### src/rtl/ddr_init_handshake.sv
// Per-channel LPDDR4 init-done collector answering a 4-phase req/ack handshake, with watchdog.
// Optional macro DDR_HS_REARM_EN: each new request clears ch_flag/initial_flag and re-evaluates init.
module ddr_init_handshake #(
  parameter int NUM_CH = 4,
  parameter int TO_W   = 16,
  parameter int TO_CYC = 1000
) (
  input  logic              clk,
  input  logic              rst_n,
  input  logic [NUM_CH-1:0] ch_en,
  input  logic [NUM_CH-1:0] ch_init_done,
  input  logic              req_i,
  output logic              ack_o,
  output logic [NUM_CH-1:0] ch_flag,
  output logic              initial_flag,
  output logic              timeout_o,
  output logic [1:0]        state_o,
  output logic [TO_W-1:0]   wait_cnt
);

  typedef enum logic [1:0] {
    S_IDLE = 2'd0,
    S_WAIT = 2'd1,
    S_ACK  = 2'd2,
    S_ERR  = 2'd3
  } state_t;

  localparam logic [TO_W-1:0] CNT_LAST = TO_W'(TO_CYC - 1);

  state_t            state_q;
  logic [NUM_CH-1:0] ch_flag_q;
  logic [NUM_CH-1:0] ch_flag_d;
  logic              init_q;
  logic              ack_q;
  logic              timeout_q;
  logic [TO_W-1:0]   cnt_q;
  logic [TO_W-1:0]   cnt_d;
  logic              all_done;
  logic              cnt_hit;

  // Disabled channels count as done, so an empty mask completes immediately.
  assign ch_flag_d = ch_flag_q | (ch_init_done & ch_en);
  assign all_done  = &(ch_flag_d | ~ch_en);
  assign cnt_hit   = (cnt_q == CNT_LAST);
  assign cnt_d     = (&cnt_q) ? cnt_q : cnt_q + TO_W'(1);

  always_ff @(posedge clk or negedge rst_n) begin
    if (!rst_n) begin
      state_q   <= S_IDLE;
      ch_flag_q <= '0;
      init_q    <= 1'b0;
      ack_q     <= 1'b0;
      timeout_q <= 1'b0;
      cnt_q     <= '0;
    end else begin
      ch_flag_q <= ch_flag_d;
      case (state_q)
        S_IDLE: begin
          if (req_i) begin
            state_q   <= S_WAIT;
            cnt_q     <= '0;
            timeout_q <= 1'b0;
`ifdef DDR_HS_REARM_EN
            ch_flag_q <= '0;
            init_q    <= 1'b0;
`endif
          end
        end
        S_WAIT: begin
          // Completion has priority over a watchdog expiring in the same cycle.
          if (all_done) begin
            state_q <= S_ACK;
            init_q  <= 1'b1;
            ack_q   <= 1'b1;
          end else if (cnt_hit) begin
            state_q   <= S_ERR;
            timeout_q <= 1'b1;
            ack_q     <= 1'b1;
          end else begin
            cnt_q <= cnt_d;
          end
        end
        S_ACK, S_ERR: begin
          if (!req_i) begin
            state_q <= S_IDLE;
            ack_q   <= 1'b0;
          end
        end
        default: state_q <= S_IDLE;
      endcase
    end
  end

  assign ack_o        = ack_q;
  assign ch_flag      = ch_flag_q;
  assign initial_flag = init_q;
  assign timeout_o    = timeout_q;
  assign state_o      = state_q;
  assign wait_cnt     = cnt_q;

endmodule

### config.mk
export PLATFORM = sky130hd
export DESIGN_NAME = ddr_init_handshake
export DESIGN_NICKNAME = d
export VERILOG_FILES = /design/src/rtl/ddr_init_handshake.sv
export SDC_FILE = /design/constraint.sdc
export NUM_CORES = 1
export LEC_CHECK = 0
export CAP_MARGIN = 20
export CORE_ASPECT_RATIO = 1.4
export CORE_MARGIN = 8
export CORE_UTILIZATION = 25
export CTS_CLUSTER_DIAMETER = 150
export DETAILED_ROUTE_END_ITERATION = 6
export GPL_TIMING_DRIVEN = 0
export MAX_ROUTING_LAYER = met4
export PLACE_DENSITY = 0.52
export SETUP_SLACK_MARGIN = 0.15
export SLEW_MARGIN = 20
export SYNTH_ARGS = -nofsm -noshare
export SYNTH_HDL_FRONTEND = slang
export SYNTH_SLANG_ARGS = --single-unit
### constraint.sdc
create_clock -name clk -period 2.35 [get_ports clk]
set_clock_uncertainty 0.2 [all_clocks]
set_input_delay 0.235 -clock clk [delete_from_list [all_inputs] [get_ports clk]]
set_output_delay 0.235 -clock clk [all_outputs]
set_load 0.05 [all_outputs]
==> run summary <==
layout cells sized above 1 - 29.3%
RSZ-0062 raised after global routing - true
synth unique cells - 33
CTS tree - yes
Remaining DRCs - 0
post-route minimum period - 2.23 ns
crit-path cells - ha_4, nand4_1, nor3_2, or4_4, buf_6, or3_4, a21oi_2
Max-slew headroom - 61.0%
Post-synth EDFFs - 0
port buffer count - 35
starting density of the core - 25.6%
WP data arrival - 2.24 ns
Site Rows - 31
syn nets - 157
via count - 1,423
Max Slew Vio Count - 0
global-route wire length before repair - 7.07 mm
# H-tree levels - 1
synth warn - 0
CP Data Required Time - 2.35 ns
critical path peak fanout - 5
Placed Area - 0.00178 mm²
die area - 0.00780 mm²
FMAX - 0.448 GHz
max cap viols - 0
Worst Setup End Kind - flip-flop
Buffers & Inverters on Critical Path - 1
chip height - 101 µm
placer congestion estimate - 0.840
PD cells - 691 mW/mm²
final cell count without fillers - 271
reg2reg start - wait_cnt[0]
die width - 77.0 µm
antenna violations before repair - 0
sequential share of the synthesized area - 48.1%
R2R setup slack - 0.12 ns
Critical Path Sink - wait_cnt[12]
CP Launch Type - flip-flop
Setup CP Type - flip-flop to flip-flop
VDD IR-drop max - 0.000220 V
clk_lat worst skew - 0.27 ns
CTS Sinks - 25
crit-path max cell delay - 0.56 ns
clk buf depth - 2
crit path from - wait_cnt[0]
design area - 0.00206 mm²
Tcrit/Tclk final - 95.1%
grt ovf - 0
Routed WL - 4.31 mm
cell count after synthesis - 145
Clock Tree Root - clkbuf_8
Synth Register Bits - 25
Worst Hold Class - primary input to flip-flop
Fin. Hold Viols - 0
Post-DP HPWL - 2.91 mm
Tot GR Track Use - 11.3%
pin count of the biggest net entering global routing - 26
vias in the first global route - 1,426
Synth async-reset ratio - 100%
core area - 0.00508 mm²
DR vias/cell - 5.25
synth-to-layout area growth - 58.5%
TNS Setup - 0 ns
Filler cells - 505
Worst Reg-to-Reg Cells - 7
Worst Tran Pin Value - 0.586 ns
WP depth - 7
Place WS - -0.275 ns
Initial DRC Count - 71
First-pass DRT Iterations - 4
main flop type after synthesis - dfrtp_1
Top-Level Pins - 36
crit-path leading delay family - simple AND/OR/NAND/NOR gates
outcome - finished clean
slack of the critical path - 0.116 ns
Routed Antenna Nets - 0
Worst-path clk slew - 0.09 ns
Ant. Diodes - 0
slowest cell on the critical path - or4_4
final setup violating endpoints - 0
r2r endpoint - wait_cnt[12]
Post-Syn Area per Cell - 8.97 µm²
Leakage - 0.817 nW
Synth Cell Area - 0.00130 mm²
Total Nets Final - 218
placed instance count - 246
wire per inst - 15.9 µm
cts bufs inserted - 3
layout make-up:
cell class              instances  area (µm²)  area share, %
well taps                      66        82.6           4.00
clock buffers                   4        45.0           2.18
multi-input cells             113         743           36.0
inverters                       2        7.51          0.364
flip-flops and latches         25         643           31.2
repair buffers                 56         500           24.3
plain buffers                   5        40.0           1.94
cells in the mapped netlist (2+ instances only):
| library cell | n | area, µm² |
|---|---|---|
| dfrtp_1 | 25 | 626 |
| a21oi_1 | 15 | 75.1 |
| nand2_1 | 15 | 56.3 |
| nand3_1 | 11 | 55.1 |
| nor2_1 | 10 | 37.5 |
| o21ai_0 | 9 | 45.0 |
| a21o_1 | 7 | 52.6 |
| a31oi_1 | 7 | 43.8 |
| nand4_1 | 6 | 37.5 |
| nor3_1 | 6 | 30.0 |
| nand2b_1 | 4 | 25.0 |
| clkbuf_1 | 3 | 11.3 |
| inv_1 | 2 | 7.51 |
| nor2b_1 | 2 | 12.5 |
| nor3b_1 | 2 | 15.0 |
| o21a_1 | 2 | 15.0 |
| o31ai_1 | 2 | 15.0 |
| or2_2 | 2 | 12.5 |
logic make-up after synthesis:
logic type | synth area share, %
simple gates | 26.5
buf+inv | 2.11
compound gates | 22.3
flops | 48.1
fa+ha+maj | 0.961
per-stage QoR:
| stage | hold slack [ns] | utilization [%] | total power [mW] |
|---|---|---|---|
| floorplan | -0.261 | - | 0.895 |
| global placement | 0.243 | 35.2 | 1.10 |
| detailed placement | 0.0727 | 35.1 | 1.10 |
| CTS | 0.135 | 39.6 | 1.43 |
| global route | 0.158 | 40.6 | 1.50 |
| finish | 0.140 | 40.6 | 1.43 |
routing by layer:
layer / track usage (%) / vias up / part of all wire (%)
met2: 19.1 / 62 / 51
met5: - / - / 0
met1: 12.7 / 693 / 43
met3: 1.42 / 8 / 4.3
met4: 5.98 / 0 / 2.1
li1: - / 660 / -
repair_timing:
action	4_1_cts	5_1_grt
setup buffers	18	1
resized for setup	10	12
cloned	1	0
pin swaps	9	4
hold buffers	1	0
setup endpoints to repair	12	15
endpoints found under the hold margin	25	0
registers in the layout, summed over array words and instances, names as in the netlist:
| name | count |
|---|---|
| ack_o | 1 |
| ch_flag | 4 |
| initial_flag | 1 |
| state_o | 2 |
| timeout_o | 1 |
| wait_cnt | 16 |
power by group:
| part | switching (mW) | leakage [nW] | internal, mW |
|---|---|---|---|
| Sequential | 0.0605 | 0.297 | 0.483 |
| Combinational | 0.396 | 0.497 | 0.220 |
| Clock | 0.144 | 0.0228 | 0.121 |
| Total | 0.601 | 0.817 | 0.824 |
placed cells by master, fill, tap and decap left out, types with 3 or more instances in the layout:
cell type / netlist / routed
nand4_1: 6 / 6
nor2_1: 10 / 8
a21o_1: 7 / 7
nand2_1: 15 / 14
nor3_1: 6 / 3
o21ai_0: 9 / 8
a21oi_1: 15 / 14
nand3_1: 11 / 11
dfrtp_2: 0 / 14
dfrtp_1: 25 / 11
clkdlybuf4s50_1: 0 / 32
clkbuf_8: 0 / 4
buf_4: 0 / 19
nand2b_1: 4 / 4
a31oi_1: 7 / 7
worst min-delay path by stage:
stage,start,to,slack (ns),depth (start not counted)
after global placement,initial_flag,initial_flag,0.24,1
final,ch_en[2],ch_flag[2],0.14,2
after CTS,ch_en[2],ch_flag[2],0.13,2
after global routing,ch_en[2],ch_flag[2],0.16,2
after detailed placement,rst_n,wait_cnt[6],0.07,1
after floorplan,rst_n,ack_o,-0.26,0
Note: power is estimated with default switching activity, not from simulation.
